### src/rtl/uart_echo_responder.sv
// Far-end UART echo responder: buffers each received byte in a FIFO and re-transmits it in order,
// keeping byte counters and a sticky overflow flag for link self-test.
module uart_echo_responder #(
  parameter int unsigned DEPTH        = 8,
  parameter int unsigned BUSY_TIMEOUT = 4
) (
  input  logic                   clk,
  input  logic                   rst_n,
  input  logic [7:0]             rx_data,
  input  logic                   rx_rdy,
  output logic                   rx_rdy_clr,
  output logic [7:0]             tx_data,
  output logic                   tx_wr_en,
  input  logic                   tx_busy,
  input  logic                   echo_en,
  input  logic                   ovf_clr,
  output logic [$clog2(DEPTH):0] fifo_level,
  output logic                   overflow,
  output logic [15:0]            rx_count,
  output logic [15:0]            tx_count,
  output logic [7:0]             drop_count
);

  localparam int unsigned AW = $clog2(DEPTH);
  localparam int unsigned LW = AW + 1;
  localparam int unsigned TW = (BUSY_TIMEOUT > 1) ? $clog2(BUSY_TIMEOUT) : 1;

  typedef enum logic {RxIdle, RxAckWait} rx_state_e;
  typedef enum logic [1:0] {TxIdle, TxBusyWait, TxDoneWait} tx_state_e;

  rx_state_e       rx_state_q;
  tx_state_e       tx_state_q;
  logic [7:0]      mem [DEPTH];
  logic [AW-1:0]   wr_ptr_q;
  logic [AW-1:0]   rd_ptr_q;
  logic [TW-1:0]   timer_q;

  logic fifo_full;
  logic fifo_empty;
  logic rx_take;
  logic pop;
  logic push;
  logic drop;

  // A capture into a full FIFO still fits when the head leaves on the same edge.
  always_comb begin
    fifo_full  = (fifo_level == LW'(DEPTH));
    fifo_empty = (fifo_level == '0);
    rx_take    = (rx_state_q == RxIdle) && rx_rdy;
    pop        = (tx_state_q == TxIdle) && echo_en && !fifo_empty && !tx_busy;
    push       = rx_take && (!fifo_full || pop);
    drop       = rx_take && fifo_full && !pop;
  end

  always_ff @(posedge clk) begin
    if (push) begin
      mem[wr_ptr_q] <= rx_data;
    end
  end

  always_ff @(posedge clk) begin
    if (!rst_n) begin
      rx_state_q <= RxIdle;
      tx_state_q <= TxIdle;
      wr_ptr_q   <= '0;
      rd_ptr_q   <= '0;
      timer_q    <= '0;
      rx_rdy_clr <= 1'b0;
      tx_data    <= 8'h00;
      tx_wr_en   <= 1'b0;
      fifo_level <= '0;
      overflow   <= 1'b0;
      rx_count   <= 16'h0000;
      tx_count   <= 16'h0000;
      drop_count <= 8'h00;
    end else begin
      rx_rdy_clr <= 1'b0;
      tx_wr_en   <= 1'b0;

      unique case (rx_state_q)
        RxIdle: begin
          if (rx_take) begin
            rx_rdy_clr <= 1'b1;
            rx_state_q <= RxAckWait;
          end
        end
        RxAckWait: begin
          if (!rx_rdy) begin
            rx_state_q <= RxIdle;
          end
        end
      endcase

      if (push) begin
        wr_ptr_q <= wr_ptr_q + AW'(1);
        rx_count <= rx_count + 16'd1;
      end

      // A drop in the same cycle as a clear wins and restarts the count at one.
      if (drop) begin
        overflow <= 1'b1;
        if (ovf_clr) begin
          drop_count <= 8'd1;
        end else if (drop_count != 8'hFF) begin
          drop_count <= drop_count + 8'd1;
        end
      end else if (ovf_clr) begin
        overflow   <= 1'b0;
        drop_count <= 8'h00;
      end

      case (tx_state_q)
        TxIdle: begin
          if (pop) begin
            tx_data    <= mem[rd_ptr_q];
            tx_wr_en   <= 1'b1;
            tx_count   <= tx_count + 16'd1;
            rd_ptr_q   <= rd_ptr_q + AW'(1);
            timer_q    <= '0;
            tx_state_q <= TxBusyWait;
          end
        end
        TxBusyWait: begin
          // No busy response within the window: treat the byte as sent, never retry.
          if (tx_busy) begin
            tx_state_q <= TxDoneWait;
          end else if (timer_q == TW'(BUSY_TIMEOUT - 1)) begin
            tx_state_q <= TxIdle;
          end else begin
            timer_q <= timer_q + TW'(1);
          end
        end
        TxDoneWait: begin
          if (!tx_busy) begin
            tx_state_q <= TxIdle;
          end
        end
        default: tx_state_q <= TxIdle;
      endcase

      if (push && !pop) begin
        fifo_level <= fifo_level + LW'(1);
      end else if (pop && !push) begin
        fifo_level <= fifo_level - LW'(1);
      end
    end
  end

endmodule

### config.mk
export PLATFORM = sky130hd
export DESIGN_NAME = uart_echo_responder
export DESIGN_NICKNAME = d
export VERILOG_FILES = /design/src/rtl/uart_echo_responder.sv
export SDC_FILE = /design/constraint.sdc
export NUM_CORES = 1
export LEC_CHECK = 0
export CAP_MARGIN = 20
export CORE_ASPECT_RATIO = 0.9
export CORE_UTILIZATION = 50
export DETAILED_ROUTE_END_ITERATION = 10
export GPL_ROUTABILITY_DRIVEN = 0
export PLACE_DENSITY = 0.74
export REMOVE_ABC_BUFFERS = 1
export SYNTH_ARGS = -nofsm -noshare
export SYNTH_HDL_FRONTEND = slang
export SYNTH_SLANG_ARGS = --single-unit
### constraint.sdc
create_clock -name clk -period 10.4 [get_ports clk]
set_clock_uncertainty 0.2 [all_clocks]
set_input_delay 2.08 -clock clk [delete_from_list [all_inputs] [get_ports clk]]
set_output_delay 2.08 -clock clk [all_outputs]
set_load 0.02 [all_outputs]
## Word level (Yosys, flattened, before mapping)

Memories as Yosys holds them, arrays and structs flattened. A register that Yosys moved wholly into a read port is not among the register bits.
Index checks and enable logic that the tools add are counted.

| cells by class | value |
|---|---|
| equality and inequality tests | 10 |
| add/subtract/negate cells | 8 |
| bitwise gates (word level) | 2 |
| reductions and logical operators | 28 |
| muxes and demuxes | 23 |

Operators with widths:

| cell | count |
|---|---|
| $add 16x1->16 const B | 2 |
| $mux 8 | 4 |
| $mux 2 | 7 |
| $logic_and 1x1->1 | 9 |
| $add 8x1->8 const B | 1 |
| $mux 4 | 2 |
| $ne 2x2->1 const B | 4 |
| $ne 8x8->1 const B | 1 |
| $reduce_bool 2->1 | 4 |
| $mux 1 | 7 |
| $add 3x1->3 const B | 2 |
| $logic_not 1->1 | 6 |
| $pmux 2 s3 | 1 |
| $reduce_and 2->1 | 3 |
| $add 4x1->4 const B | 1 |
| $eq 2x2->1 const B | 2 |
| $eq 4x4->1 const B | 1 |
| $logic_not 4->1 | 1 |
| $pmux 2 s2 | 1 |
| $reduce_and 4->1 | 1 |
| $sub 4x1->4 const B | 1 |
| $ne 3x3->1 const B | 1 |
| $reduce_and 3->1 | 1 |
| $add 2x1->2 const B | 1 |
| other kinds (6) | 7 |

| word-level totals | value |
|---|---|
| output and inout bits | 55 |
| logic and storage cells | 84 |
| input port bits | 14 |
| memories | 1 |
| memory bits (writable) | 64 |
| register bits after elaboration | 58 |

Memories:

| name | words | width | read ports | clocked after memory_dff | write ports | RTL line | source |
|---|---|---|---|---|---|---|---|
| mem | 8 | 8 | 1 | 1 | 1 | 33 | `logic [7:0] mem [DEPTH];` |

## Depth between registers and ports, before layout

| logic depth | value |
|---|---|
| depth in word-level cells | 10 |
| mapped depth | 11 |
| mapped depth without buffers | 10 |

## Worst setup path before layout

OpenSTA, ideal clock, no wires.

| timing path | value |
|---|---|
| kind | input -> register |
| start | input port tx_busy |
| end | register fifo_level[3] |
| setup slack | 5.846 ns |
| data arrival time | 4.282 ns |
| cell stages on the path | 11 |
| cells stage by stage | or4b_1 -> buf_6 -> nor2_1 -> inv_1 -> ha_1 -> inv_1 -> ha_1 -> a21oi_1 -> a211oi_1 -> a31oi_1 -> mux2i_1 |

| between the ends | value |
|---|---|
| cells in the longest elaborated chain, start to end | 7 |
| elaborated cells between the ends (all ways) | 10 |

Ends and longest elaborated chain:

| element | RTL line | source |
|---|---|---|
| from (decl) | 14 | `input logic tx_busy,` |
| $logic_not 1->1 * | -- |  |
| $logic_and 1x1->1 * | 50 | `pop = (tx_state_q == TxIdle) && echo_en && !fifo_empty && !tx_busy;` |
| $logic_or 1x1->1 | 51 | `push = rx_take && (!fifo_full \|\| pop);` |
| $logic_and 1x1->1 | 51 |  |
| $logic_not 1->1 | 143 | `end else if (pop && !push) begin` |
| $logic_and 1x1->1 | 143 |  |
| $reduce_bool 2->1 (no source line) | -- |  |
| to (signal assigned) | 142 | `fifo_level <= fifo_level + LW'(1);` |
| to (signal assigned) | 144 | `fifo_level <= fifo_level - LW'(1);` |
| to (decl) | 17 | `output logic [$clog2(DEPTH):0] fifo_level,` |

Every way passes the cells marked *; elsewhere a longest branch is shown, timed or not.
A chain may end at the register's enable or synchronous reset.

## Final worst setup path

Ends and elaborated chain as after synthesis.

==> results_dict.tcl <==
set metrics [dict create \
    tightest_slew_ns 1.02 \
    maxSlewHeadroom_pct 31.6 \
    top_layer "met4" \
    die_height_um 101 \
    yosysMostFrequentCell "dfxtp_1" \
    wl_met2_mm 5.59 \
    cts.repair.resized 0 \
    io_pins 69 \
    status "complete, but fails checks" \
    required_ns 10.54 \
    routedWlPerCell_um 17.2 \
    hold_start "overflow$_SDFFE_PN0P_" \
    timing.rr.start "tx_state_q[0]$_SDFFE_PN0P_" \
    crit_fanout 14 \
    gr-usage-all-layers_pct 22.0 \
    critical_path_arrival_ns 5.77 \
    max_freq_ghz 0.178 \
    violations "DRC" \
    post-cts-setup-buffers 0 \
    ant_nets 0 \
    fin_hold_ws_ns 0.269 \
    synth_edf_count 64 \
    grt_pass1_vias 3668 \
    p_per_area_nw_per_um2 203 \
    synthTopCellsByArea "edfxtp_1, dfxtp_1, mux4_2" \
    slew_viol_final 0 \
    stdcell_count 660 \
    n_antenna_cell 0 \
    p_leak_uw 0.00225 \
    clock-root-buffer "clkbuf_16" \
    min_period_ns 5.63 \
    wl_met3_um 644 \
    dp.cells 629 \
    critPathCaptureType "register" \
    async_reset_ff_share_pct 0 \
    syn_to_final_growth_pct 25.3 \
    post-dp-hpwl_mm 7.40 \
    synth_top_area_share_pct 35.6 \
    clock_sinks 130 \
    cts_buffers 17 \
    hp-class "reg2reg" \
    pre_cts_slack_ns 4.39 \
    tns_ns 0 \
    cp-start-kind "input pin" \
    syn_inst 442 \
    cts_hold_buf 0 \
    clock_path_buffers 2 \
    io_buffer_count 68 \
    report.final.setup_viol 0 \
    ys_seq_area_share_pct 60.1 \
    clk-insertion-delay-late_ns 0.41 \
    grt_max_degree 46 \
    drt-total-wl_mm 11.3 \
    vias_per_cell 5.82 \
    die_width_um 111 \
    start_util_pct 52.0 \
    startpoint "tx_busy" \
    synth_cell_type_count 52 \
    cap_violations 0 \
    critPathKind "in2reg" \
    antenna_found_initial 0 \
    syn_area_per_cell_sq_um 12.2 \
    dr_total_vias 3838 \
    fin_nets 543 \
    wl_met1_mm 4.95 \
    first_pass_iters 8 \
    drive_gt1_share_pct 11.5 \
    synth_area_sq_um 5390 \
    ys.flop_type "dfxtp_1" \
    core_sq_um 10400 \
    synth_commonest_cells "dfxtp_1, edfxtp_1, nor2_1" \
    grt_setup_unrepaired "no" \
    worst_slack_ns 4.77 \
    synth_top_area_cell "edfxtp_1" \
    finalCritPeriodShare_pct 54.2 \
    drtIter0Drc 317 \
    ys_warn_count 0 \
    hold_viol 0 \
    die_area_sq_um 11200 \
    ys_ff_latch 130 \
    cts_tree "built" \
    overflow 0 \
    htree_levels 4 \
    num_rows 35 \
    ir_worst_vdd_v 0.000113 \
    clk_pin_slew_ns 0.06 \
    drcViolationCount 5 \
    grt_pass1_wl_mm 18.5 \
]
-- metrics by stage --
stage	util, %	area (sq um)	power [uW]
2_1_floorplan	-	5310	767
3_3_place_gp	60.1	6240	857
3_5_place_dp	60.1	6240	869
4_1_cts	65.1	6760	1390
5_1_grt	65.1	6760	1440
6_report	65.1	6760	1370
-- cell families (layout without fill, tap and decap cells) --
kind of cell / after synthesis / in the layout / synth area share [%]
AND/OR/NAND/NOR: 151 / 151 / 15.0
flip-flops: 130 / 130 / 60.1
AO/OA/AOI/OAI: 76 / 76 / 8.49
buffers and inverters: 30 / 119 / 2.30
multiplexers: 25 / 25 / 8.35
XOR/XNOR: 20 / 20 / 3.25
adder cells (fa/ha/maj): 10 / 10 / 2.46
-- cell usage in the layout, fill, tap and decap left out, types with 11 or more instances in the layout --
cell type         n
mux4_2           16
or3_1            13
clkdlybuf4s50_1  68
clkbuf_16        17
edfxtp_1         64
nor2_1           41
a21oi_1          25
nand3_1          13
o21ai_0          22
xnor2_1          11
dfxtp_1          66
nand2_1          27
-- metal layers --
metal,vias to the layer above,GRT usage (%)
li1,1826,-
met5,-,0
met4,0,8.32
met1,1885,27.8
met2,114,36.5
met3,13,6.01
-- state kept, by name, summed over array words and instances, names as in the netlist --
name        cells
mem            64
rx_state_q      1
rx_count       16
timer_q         2
rd_ptr_q        3
tx_count       16
tx_wr_en        1
rx_rdy_clr      1
tx_state_q      2
overflow        1
wr_ptr_q        3
fifo_level      4
drop_count      8
tx_data         8
-- worst max-delay path, stage by stage --
cell	delay, ns
clkdlybuf4s50_1	0.48
or4b_1	0.71
nor2_1	0.86
inv_1	0.24
ha_1	0.28
inv_1	0.14
ha_1	0.29
a21oi_1	0.19
a211oi_1	0.10
a31oi_1	0.18
mux2i_1	0.20
-- area by class of cell --
cell class,count,area (sq um)
Sequential cell,130,3240
Timing Repair Buffer,77,748
Multi-Input combinational cell,282,2040
Clock inverter,13,91.3
Clock buffer,18,429
Inverter,11,41.3
Fill cell,778,3620
Tap cell,129,161
-- report_power, final --
part / switching [uW] / internal (uW)
Combinational: 139 / 116
Clock: 213 / 301
Sequential: 34.1 / 571
Total: 386 / 988
-- path summary, 6_finish.rpt --
kind | cells past startpoint | slack (ns) | endpoint
hold / removal | 2 | 0.27 | overflow$_SDFFE_PN0P_
hold reg to reg | 2 | 0.27 | overflow$_SDFFE_PN0P_
setup reg to reg | 10 | 6.53 | fifo_level[3]$_SDFFE_PN0P_
setup / recovery | 11 | 4.77 | fifo_level[3]$_SDFFE_PN0P_
Note: power is estimated with default switching activity, not from simulation.
